===== src/rtl/pm_arbiter.sv =====
// Round-robin arbiter that shares one pm32 multiplier among NREQ requesters.
// Each grant runs one LOAD/START/BUSY/RESP sequence on the multiplier.
module pm_arbiter #(
  parameter int SIZE    = 32,
  parameter int NREQ    = 4,
  parameter int TIMEOUT = 2 * SIZE + 8
) (
  input  logic                   clk,
  input  logic                   rst,
  input  logic [NREQ-1:0]        req,
  input  logic [NREQ*SIZE-1:0]   req_mc,
  input  logic [NREQ*SIZE-1:0]   req_mp,
  output logic [NREQ-1:0]        gnt,
  output logic [NREQ-1:0]        rsp_valid,
  input  logic [NREQ-1:0]        rsp_ack,
  output logic [2*SIZE-1:0]      rsp_p,
  output logic                   rsp_err,
  output logic                   busy,
  output logic                   pm_rst,
  output logic                   pm_start,
  output logic [SIZE-1:0]        pm_mc,
  output logic [SIZE-1:0]        pm_mp,
  input  logic [2*SIZE-1:0]      pm_p,
  input  logic                   pm_done,
  output logic [2:0]             state_dbg
);

  localparam int IW = (NREQ > 1) ? $clog2(NREQ) : 1;
  localparam int CW = $clog2(TIMEOUT + 1);

  // Handshakes: req is held with its operands until the one-cycle gnt pulse;
  // rsp_valid[id] is held with rsp_p/rsp_err until rsp_ack[id] is seen high on
  // a rising edge, at which point the transfer completes.
  typedef enum logic [2:0] {
    S_IDLE  = 3'd0,
    S_LOAD  = 3'd1,
    S_START = 3'd2,
    S_BUSY  = 3'd3,
    S_RESP  = 3'd4
  } state_t;

  state_t            state, state_n;
  logic [IW-1:0]     ptr, ptr_n;
  logic [IW-1:0]     id, id_n;
  logic [IW-1:0]     sel_id, rr_idx;
  logic              found;
  logic [CW-1:0]     cnt, cnt_n;
  logic [NREQ-1:0]   gnt_n, rsp_valid_n;
  logic [2*SIZE-1:0] rsp_p_n;
  logic              rsp_err_n, busy_n, pm_rst_n, pm_start_n;
  logic [SIZE-1:0]   mc_n, mp_n;

  assign state_dbg = state;

  // First requester at or after ptr, wrapping modulo NREQ.
  always_comb begin
    found  = 1'b0;
    sel_id = '0;
    rr_idx = '0;
    for (int j = 0; j < NREQ; j++) begin
      rr_idx = IW'((int'(ptr) + j) % NREQ);
      if (!found && req[rr_idx]) begin
        found  = 1'b1;
        sel_id = rr_idx;
      end
    end
  end

  // Registered outputs take the value that belongs to the state being entered.
  always_comb begin
    state_n     = state;
    ptr_n       = ptr;
    id_n        = id;
    cnt_n       = cnt;
    gnt_n       = '0;
    rsp_valid_n = rsp_valid;
    rsp_p_n     = rsp_p;
    rsp_err_n   = rsp_err;
    pm_rst_n    = pm_rst;
    pm_start_n  = 1'b0;
    mc_n        = pm_mc;
    mp_n        = pm_mp;
    case (state)
      S_IDLE: begin
        pm_rst_n = 1'b1;
        if (found) begin
          gnt_n   = NREQ'(1) << sel_id;
          id_n    = sel_id;
          mc_n    = req_mc[sel_id*SIZE +: SIZE];
          mp_n    = req_mp[sel_id*SIZE +: SIZE];
          ptr_n   = (sel_id == IW'(NREQ - 1)) ? '0 : sel_id + IW'(1);
          state_n = S_LOAD;
        end
      end
      S_LOAD: begin
        pm_rst_n   = 1'b0;
        pm_start_n = 1'b1;
        state_n    = S_START;
      end
      S_START: begin
        cnt_n   = '0;
        state_n = S_BUSY;
      end
      S_BUSY: begin
        if (pm_done) begin
          rsp_p_n     = pm_p;
          rsp_err_n   = 1'b0;
          rsp_valid_n = NREQ'(1) << id;
          state_n     = S_RESP;
        end else if (cnt == CW'(TIMEOUT - 1)) begin
          rsp_p_n     = '0;
          rsp_err_n   = 1'b1;
          rsp_valid_n = NREQ'(1) << id;
          state_n     = S_RESP;
        end else begin
          cnt_n = cnt + CW'(1);
        end
      end
      S_RESP: begin
        if (rsp_ack[id]) begin
          rsp_valid_n = '0;
          pm_rst_n    = 1'b1;
          state_n     = S_IDLE;
        end
      end
      default: begin
        pm_rst_n = 1'b1;
        state_n  = S_IDLE;
      end
    endcase
    busy_n = (state_n != S_IDLE);
  end

  always_ff @(posedge clk or posedge rst) begin
    if (rst) state <= S_IDLE;
    else     state <= state_n;
  end

  always_ff @(posedge clk or posedge rst) begin
    if (rst) begin
      ptr       <= '0;
      id        <= '0;
      cnt       <= '0;
      gnt       <= '0;
      rsp_valid <= '0;
      rsp_p     <= '0;
      rsp_err   <= 1'b0;
      busy      <= 1'b0;
      pm_rst    <= 1'b1;
      pm_start  <= 1'b0;
      pm_mc     <= '0;
      pm_mp     <= '0;
    end else begin
      ptr       <= ptr_n;
      id        <= id_n;
      cnt       <= cnt_n;
      gnt       <= gnt_n;
      rsp_valid <= rsp_valid_n;
      rsp_p     <= rsp_p_n;
      rsp_err   <= rsp_err_n;
      busy      <= busy_n;
      pm_rst    <= pm_rst_n;
      pm_start  <= pm_start_n;
      pm_mc     <= mc_n;
      pm_mp     <= mp_n;
    end
  end

endmodule


===== config.mk =====
export PLATFORM = sky130hd
export DESIGN_NAME = pm_arbiter
export DESIGN_NICKNAME = d
export VERILOG_FILES = /design/src/rtl/pm_arbiter.sv
export SDC_FILE = /design/constraint.sdc
export NUM_CORES = 1
export LEC_CHECK = 0
export BUFFER_PORTS_ARGS = -buffer_cell sky130_fd_sc_hd__clkbuf_2
export CAP_MARGIN = 20
export CORE_AREA = 2 2 186 188
export CTS_CLUSTER_SIZE = 16
export DETAILED_ROUTE_END_ITERATION = 16
export DIE_AREA = 0 0 188 190
export MAX_ROUTING_LAYER = met4
export PLACE_DENSITY_LB_ADDON = 0.3
export SLEW_MARGIN = 40
export SYNTH_ARGS = -nofsm -noshare
export SYNTH_HDL_FRONTEND = slang
export SYNTH_SLANG_ARGS = --single-unit

===== constraint.sdc =====
create_clock -name clk -period 4.75 [get_ports clk]
set_clock_uncertainty 0.05 [all_clocks]
set_input_delay 0.7125 -clock clk [delete_from_list [all_inputs] [get_ports clk]]
set_output_delay 0.7125 -clock clk [all_outputs]
set_load 0.01 [all_outputs]

# [Word-level counts from Yosys, hierarchy flattened]
# Index checks and enable logic that the tools add are counted.
[op_classes] n_addsub=5 n_eq_ne=10 shift=4 mux=40 bitwise_logic=1 magnitude_cmp=5 reduce_logical=17
[op_table] operator="variable part select 128 x 8 -> 32 bit" count=2
[op_table] operator="2-to-1 mux 64 bit" count=2
[op_table] operator="2-to-1 mux 4 bit" count=5
[op_table] operator="< comparator 2 x 3 -> 1 bit, second input constant" count=5
[op_table] operator="one-hot mux 3 bit (5 select lines)" count=1
[op_table] operator="2-to-1 mux 7 bit" count=2
[op_table] operator="one-hot mux 7 bit (2 select lines)" count=1
[op_table] operator="2-to-1 mux 1 bit" count=13
[op_table] operator="2-to-1 mux 3 bit" count=4
[op_table] operator="binary-select mux 1 bit (select 2 bit)" count=5
[op_table] operator="2-to-1 mux 2 bit" count=5
[op_table] operator="one-hot mux 4 bit (2 select lines)" count=1
[op_table] operator="left shift 1 x 2 -> 4 bit, first input constant" count=2
[op_table] operator="adder 7 x 1 -> 7 bit, second input constant" count=1
[op_table] operator="== test 7 bit, second input constant" count=1
[op_table] operator="== test 3 x 2 -> 1 bit, second input constant" count=2
[op_table] operator="inequality test 2 bit, second input constant" count=3
[op_table] operator="AND reduction 2 bit" count=3
[op_table] operator="AND reduction 3 bit" count=2
[op_table] operator="nonzero test 2 bit" count=3
[op_table] operator="adder 2 x 1 -> 2 bit, second input constant" count=2
[op_table] operator="adder 2 bit, second input constant" count=2
[op_table] operator="== test 3 x 1 -> 1 bit, second input constant" count=1
[op_table] operator="== test 3 bit, second input constant" count=1
[op_table] operator="9 further kinds" count=13
[word_totals] word_cells=95 ff_bits=154 in_bits=331 output_inout_bits=143

# [Longest topological paths before layout]
# Gate-level depths: netlist of run 1.
[logic_depth] depth_word=15 depth_mapped=10 mapped_depth_nobuf=7

# [Worst setup path after synthesis of run 1]
# Ideal clock, no wire load.
[synth_path] kind="input -> register" from="input port req[0]" to="register pm_mc[12]" required_time_ps=4568 setup_ps=132 stages=8 arrival_ps=2123 n_path_buf=3 slack_ps=2445 cell_sequence="or4_1 buf_2 and2_4 buf_6 buf_6 and3_1 a221oi_2 o21ai_1"
[synth_between] elab_chain_cells=13 elab_cells_between_ends=24 cone_classes="1 x shift; 16 x mux; 7 x reduce/logical"
[synth_lines] item="start, declared" line="10" text="input logic [NREQ-1:0] req,"
[synth_lines] item="binary-select mux 1 bit (select 2 bit)" line="62" text="if (!found && req[rr_idx]) begin"
[synth_lines] item="2-to-1 mux 1 bit (not written as such)" line="62"
[synth_lines] item="2-to-1 mux 1 bit" line="62"
[synth_lines] item="logical NOT 1 bit" line="62"
[synth_lines] item="logical AND 1 bit" line="62"
[synth_lines] item="2-to-1 mux 1 bit" line="62"
[synth_lines] item="logical NOT 1 bit" line="62"
[synth_lines] item="logical AND 1 bit" line="62"
[synth_lines] item="2-to-1 mux 1 bit" line="62"
[synth_lines] item="logical NOT 1 bit" line="62"
[synth_lines] item="logical AND 1 bit" line="62"
[synth_lines] item="2-to-1 mux 2 bit / 2-to-1 mux 1 bit (equally long branches)" line="62"
[synth_lines] item="variable part select 128 x 8 -> 32 bit / AND reduction 2 bit (equally long branches)"
[synth_lines] item="end signal, assigned" line="164" text="pm_mc <= mc_n;"
[synth_lines] item="end, declared" line="21" text="output logic [SIZE-1:0] pm_mc,"
# Parallel ways exist; a longest one is shown, timed or not. The select of a mux whose other input is x is not followed.
# A chain may end at the register's enable or synchronous reset.

# [Worst setup path in the final report of run 1]
[layout_path] from="register ptr[1]" to="register ptr[1]"
[layout_between] elab_chain_cells=14 elab_cells_between_ends=29 cone_classes="4 x add/sub; 1 x eq/ne; 17 x mux; 7 x reduce/logical"
[layout_lines] item="start, declared" line="43" text="logic [IW-1:0] ptr, ptr_n;"
[layout_lines] item="start signal, assigned" line="154" text="ptr <= ptr_n;"
[layout_lines] item="branches (longest 11 deep; another with adder 2 x 1 -> 2 bit)"
[layout_lines] item="2-to-1 mux 2 bit *" line="62"
[layout_lines] item="named net sel_id[0]" line="45" text="logic [IW-1:0] sel_id, rr_idx;"
[layout_lines] item="adder 2 x 1 -> 2 bit / == test 2 bit (equally long branches)" line="91" text="ptr_n = (sel_id == IW'(NREQ - 1)) ? '0 : sel_id + IW'(1);"
[layout_lines] item="2-to-1 mux 2 bit *" line="91"
# Mark *: on every way through the listed nets, which the timed path passes. The select of a mux whose other input is x is not followed.

==> reports/qor.csv, run 1 <==
stage;metric;value;unit
logic_synthesis;Synth top area share;49.0;%
sta;WHS;168;ps
die;FP Rows;68;
clock_network;H-tree levels;4;
clock_network;Clock Sinks;154;
logic_synthesis;top post-synthesis cells by area;dfrtp_1 (49%), mux2i_1 (8.3%), a22o_1 (7.5%);
sta;fin crit period;2960;ps
worst_setup_path;critical path type;reg -> reg;
worst_setup_path;WP data required;5020;ps
worst_setup_path;nature of the critical path endpoint;register;
logic_synthesis;most frequent cells after synthesis;dfrtp_1 (153), a22o_1 (67), mux2i_1 (65);
sta;Setup WS post-layout;1790;ps
global_route;total track usage;16.8;%
global_route;Remaining Overflow, GRT;0;
global_route;first-pass GRT wire length;44700;um
worst_setup_path;setup slack, reg-to-reg;1790;ps
run_status;status;completed;
logic_synthesis;Yosys reg bits;154;
clock_network;Root Buffer;clkbuf_16;
placement;Placer Congestion;0.836;
logic_synthesis;Synth area leader;dfrtp_1;
power_and_ir_drop;Worst IR Drop VDD;0.000233;V
sta;Fmax;338;MHz
sta;setup TNS after final layout;0;ps
placement;PortBufs;473;
finish;Area Overhead vs Synth;43.0;%
power_and_ir_drop;PwrDens;606;nW/um^2
sta;Final Max Tran Viols;0;
finish;layout cell share with drive strength beyond 1;48.6;%
worst_setup_path;startpoint types;register;
detailed_routing;Routed Antenna Nets;0;
clock_network;Skew-Pair Late Insertion Delay;420;ps
sta;final count of negative-setup-slack endpoints;0;
logic_synthesis;Synth async-reset ratio;100;%
placement;HPWL Detailed;22100;um
sta;unrepaired setup endpoints after global routing;no;
logic_synthesis;Post-synth EDFFs;0;
clock_network;Post-CTS Resized;0;
finish;fill cell count;3552;
worst_hold_path;Hold Crit Class;in -> async;
detailed_routing;Pre-antenna DRT Iters;4;
global_route;initial antenna violation count;1;
job;Max-Cap Viols;0;
die;DIE WIDTH;188;um
finish;nets@finish;1487;
finish;FF/Latch Area;3850;sq um
finish;area of the multi-input gates;3630;sq um
global_route;vias in the first global route;7620;
die;die area;35700;sq um
clock_network;post-CTS setup buffers;0;
global_route;largest net degree at the start of global routing;60;
clock_network;Reg clk slew, reported paths;70;ps
worst_setup_path;crit path max fanout;44;
logic_synthesis;Synth Flop Type;dfrtp_1;
logic_synthesis;synthesized cell area;7810;sq um
worst_setup_path;Arr. time, crit path;3230;ps
sta;worst rel slew slack;45.9;%
logic_synthesis;register area share after synthesis;49.4;%
sta;worst slew pin tran;812;ps
sta;Final Hold Viols;0;
detailed_routing;routed vias;7537;
logic_synthesis;Synth cell types;48;
clock_network;Clock Tree Buf Depth;2;
sta;Final period util;62.3;%
clock_network;Hold Buf Count CTS;0;
logic_synthesis;syn avg cell area;11.1;sq um
detailed_routing;Via density;4.65;
worst_setup_path;worst r2r src;ptr[1]$_DFFE_PP0P_;
die;Core Footprint;33900;sq um
power_and_ir_drop;Leak Pwr;0.00583;uW
detailed_routing;initial detailed-routing violation count;219;
die;starting density of the core;23.0;%
placement;post-place setup slack;1480;ps
clock_network;CTS tree;built;
clock_network;total CTS buffers;17;
logic_synthesis;synthesized net count;1042;
detailed_routing;Routed WL;29300;um
worst_setup_path;RR Endpoint;ptr[1]$_DFFE_PP0P_;
die;die height;190;um
logic_synthesis;YS warnings;0;
logic_synthesis;most frequent cell after synthesis;dfrtp_1;
detailed_routing;Avg WL per Cell;18.1;um
logic_synthesis;Syn Inst Count;706;
worst_setup_path;worst reg2reg path depth;8;
die;IO Count;474;
detailed_routing;DR DRC count;0;
[layout make-up]
type / instances / area share, %
inverters: 7 / 0.269
diodes: 1 / 0.0224
clock buffers: 19 / 3.97
repair buffers: 489 / 22.5
multi-input cells: 482 / 32.5
well taps: 455 / 5.10
clock inverters: 13 / 1.13
flip-flops and latches: 154 / 34.5
[worst max-delay path, stage by stage, from the launching register on]
cell and delay [ps]:
dfrtp_1 470, mux2i_1 290, o22a_2 690, nand2_4 440
buf_12 340, inv_1 140, ha_1 240, nand2_1 60
nand2_1 50
[report_power, final]
part           switching (uW)  leakage (uW)  internal [uW]
clock                     647      0.000274            709
combinational            1740       0.00362           1370
sequential                401       0.00194           1900
total                    2790       0.00583           3980
[worst max-delay path by stage]
stage | start | end | slack (ps) | cells past startpoint
5_1_grt | ptr[1]$_DFFE_PP0P_ | ptr[1]$_DFFE_PP0P_ | 1640 | 8
3_5_place_dp | req[2] | ptr[1]$_DFFE_PP0P_ | 1480 | 9
6_report | ptr[1]$_DFFE_PP0P_ | ptr[1]$_DFFE_PP0P_ | 1790 | 8
3_3_place_gp | req[3] | pm_mp[22]$_DFFE_PP0P_ | 1440 | 7
4_1_cts | ptr[1]$_DFFE_PP0P_ | ptr[1]$_DFFE_PP0P_ | 1790 | 8
2_1_floorplan | rst | busy$_DFF_PP0_ | 2040 | 1
[cells in the final DEF, fill, tap and decap left out, types with 2 or more instances in the layout]
| master | n |
|---|---|
| mux2i_1 | 65 |
| nor3_1 | 2 |
| dfrtp_1 | 153 |
| o21ai_0 | 37 |
| a21oi_1 | 4 |
| nand3_1 | 34 |
| o211ai_1 | 32 |
| buf_12 | 2 |
| ha_1 | 5 |
| and3_1 | 37 |
| a221oi_2 | 29 |
| inv_1 | 6 |
| nand2b_1 | 3 |
| nand2_1 | 46 |
| or3_1 | 2 |
| nor2_1 | 13 |
| buf_4 | 14 |
| xor2_1 | 3 |
| nand3b_1 | 2 |
| a22o_1 | 67 |
| clkbuf_2 | 473 |
| nand2_4 | 2 |
| clkinvlp_4 | 3 |
| nor2b_1 | 2 |
| a221oi_1 | 3 |
| a211oi_1 | 2 |
| clkinv_4 | 2 |
| and2_1 | 2 |
| o21ai_1 | 32 |
| inv_8 | 3 |
| a21o_1 | 36 |
| inv_6 | 5 |
| clkbuf_16 | 17 |
| nand4_1 | 2 |
[cells by family after synthesis]
logic type               after synthesis  share of synthesized area [%]
adder cells (fa/ha/maj)                5                          0.801
multiplexers                          67                           8.76
buffers and inverters                 70                           4.74
XOR/XNOR                               3                          0.336
flip-flops                           154                           49.4
AND/OR/NAND/NOR                      155                           10.1
AO/OA/AOI/OAI                        252                           25.9
[registers in the layout, summed over array words and instances, names as in the netlist]
register	flops
rsp_p	64
pm_mc	32
pm_mp	32
cnt	7
gnt	4
rsp_valid	4
state_dbg	3
id	2
ptr	2
busy	1
pm_rst	1
pm_start	1
rsp_err	1
[metal layers]
layer,track usage (%),part of all wire (%)
met3,4.13,6.8
met4,5.03,1.7
met2,27.2,49
met1,20.7,42
met5,-,0
[per-stage QoR]
stage	util, %	total power (uW)	area (sq um)	instances
after floorplan	-	4270	7820	706
after global placement	31.1	5470	10600	1586
after detailed placement	31.2	5490	10600	1586
after CTS	32.8	6890	11100	1618
after global routing	32.9	7270	11200	1620
final	32.9	6770	11200	1620
Note: power is estimated with default switching activity, not from simulation.
==> run 2: changes to the inputs <==
- clock period: 4.75 -> 2.4 ns (I/O delays scaled with it)
==> run 2 against run 1 <==
- via count rose by 0.49%
- wire length down 1.1%
- worst setup slack lost 1500 ps
- design area grew 2.0%
- largest cell class unchanged
==> reports/qor.csv, run 2 (synthesized netlist as in run 1, its figures left out) <==
stage;metric;value;unit
run_status;status;completed;
detailed_routing;DR DRC count;0;
worst_setup_path;CP max stage cell;dfrtp_1;
clock_network;Reg clk slew, reported paths;70;ps
die;starting density of the core;23.0;%
sta;WHS;89.1;ps
placement;Post-DP Area;10800;sq um
worst_setup_path;WP data required;2660;ps
sta;final count of negative-setup-slack endpoints;0;
global_route;largest net degree at the start of global routing;100;
finish;Area Overhead vs Synth;45.8;%
clock_network;Post-CTS Resized;0;
worst_setup_path;critical-path cell list;mux2i_1 -> o22a_2 -> buf_4 -> nand2_4 -> buf_12 -> buf_12 -> mux2i_1 -> o21ai_1;
sta;worst slew pin tran;588;ps
placement;HPWL Detailed;21900;um
global_route;first-pass GRT wire length;44400;um
detailed_routing;WL met2;14300;um
die;DIE WIDTH;188;um
worst_setup_path;CP max stage delay;440;ps
finish;layout cell share with drive strength beyond 1;49.3;%
worst_setup_path;Critical path buffers and inverters;3;
global_route;vias in the first global route;7781;
detailed_routing;DR WL met3;1920;um
detailed_routing;highest metal used;met4;
clock_network;total CTS buffers;17;
sta;Fmax;478;MHz
clock_network;Skew-Pair Late Insertion Delay;440;ps
sta;Final period util;87.2;%
finish;commonest cells after routing, fill and taps aside;clkbuf_2 (473), dfrtp_1 (153), a22o_1 (67);
detailed_routing;initial detailed-routing violation count;246;
detailed_routing;Avg WL per Cell;17.7;um
global_route;Remaining Overflow, GRT;0;
die;FP Rows;68;
die;IO Count;474;
detailed_routing;Routed WL;29000;um
sta;worst rel slew slack;60.8;%
finish;most common cell after layout, fill and taps aside;clkbuf_2;
detailed_routing;M1 wire length;12200;um
power_and_ir_drop;Worst IR Drop VDD;0.000660;V
clock_network;post-CTS setup buffers;0;
sta;fin crit period;2090;ps
worst_setup_path;crit path max fanout;20;
placement;Placer Congestion;0.779;
clock_network;Clock Tree Buf Depth;2;
worst_setup_path;Arr. time, crit path;2350;ps
power_and_ir_drop;Leak Pwr;0.00596;uW
detailed_routing;Pre-antenna DRT Iters;4;
finish;max FFs per register;64;
finish;antenna cells;0;
clock_network;CTS tree;built;
sta;Final Max Tran Viols;0;
die;die area;35700;sq um
die;die height;190;um
die;Core Footprint;33900;sq um
sta;unrepaired setup endpoints after global routing;no;
finish;Final Cell Area;11400;sq um
placement;PortBufs;473;
global_route;total track usage;16.5;%
detailed_routing;routed vias;7574;
finish;Reg with most FFs;rsp_p;
clock_network;H-tree levels;4;
power_and_ir_drop;PwrDens;1200;nW/um^2
finish;biggest regs;rsp_p: 64 flops, pm_mc: 32 flops, pm_mp: 32 flops;
clock_network;Clock Sinks;154;
worst_setup_path;startpoint types;register;
worst_hold_path;Hold Crit Class;in -> reg;
worst_setup_path;nature of the critical path endpoint;register;
worst_setup_path;critical path type;reg -> reg;
worst_setup_path;Top delay family on crit path;buffers and inverters;
sta;Final Hold Viols;0;
job;Max-Cap Viols;0;
finish;nets@finish;1505;
global_route;initial antenna violation count;0;
clock_network;Root Buffer;clkbuf_16;
detailed_routing;Via density;4.63;
detailed_routing;Routed Antenna Nets;0;
run 2: cell types whose count changed in the layout (fill, tap and decap cells not counted), sizes merged:
| cell | before | now |
|---|---|---|
| clkinvlp | 3 | 4 |
| dlygate4sd3 | 0 | 1 |
| clkbuf | 492 | 491 |
| buf | 16 | 33 |
| diode | 1 | 0 |
| inv | 14 | 13 |
run 2: final cells by class:
class,instances,area [sq um]
clock buffer,18,439
clock inverter,13,109
fill,3546,22600
inverter,7,30.0
multi-input combinational,482,3620
sequential,154,3850
tap,455,569
timing repair buffer,507,2760
run 2: path summary, 6_finish.rpt:
| kind | slack [ps] | start | end | cells after the start |
|---|---|---|---|---|
| worst min-delay path | 90 | pm_p[45] | rsp_p[45]$_DFFE_PP0P_ | 2 |
| worst min register to register | 440 | rsp_valid[0]$_DFFE_PP0P_ | rsp_valid[0]$_DFFE_PP0P_ | 2 |
| worst max-delay path | 310 | ptr[1]$_DFFE_PP0P_ | pm_mp[31]$_DFFE_PP0P_ | 8 |
| worst max register to register | 310 | ptr[1]$_DFFE_PP0P_ | pm_mp[31]$_DFFE_PP0P_ | 8 |
| max in group asynchronous | 1110 | rst | pm_mc[1]$_DFFE_PP0P_ | 4 |
| min in group asynchronous | 350 | rst | rsp_p[44]$_DFFE_PP0P_ | 3 |
run 2: power by group:
part           switching [uW]  internal, uW  total (uW)
combinational            3580          2970        6550
clock                    1210          1370        2580
sequential                726          3760        4490
run 2: layer usage:
metal  track usage (%)  up-vias
met4              5.66        0
met3              4.00       27
met5                 -        -
li1                  -     3591
met2              27.5      314
met1              19.6     3642
run 2: worst reg2reg max path, cell delays in order (launching register included):
cell and delay [ps]:
dfrtp_1 440, mux2i_1 170, o22a_2 270, buf_4 160
nand2_4 120, buf_12 210, buf_12 210, mux2i_1 260
o21ai_1 80
run 2: repair_timing:
action,4_1_cts,5_1_grt
endpoints found under the setup margin,0,0
hold buffers,1,0
hold endpoints to repair,6,0
run 2: through the flow:
| step | instances | setup slack (ps) | total power, uW | utilization [%] | TNS, ps |
|---|---|---|---|---|---|
| finish | 1636 | 306 | 13600 | 33.6 | 0 |
| global route | 1636 | 147 | 14600 | 33.6 | 0 |
| CTS | 1636 | 267 | 13900 | 33.6 | 0 |
| detailed placement | 1604 | 73.3 | 11200 | 31.9 | 0 |
| global placement | 1603 | -23.4 | 11100 | 31.9 | -43.8 |
| floorplan | 706 | 45.9 | 8440 | - | 0 |
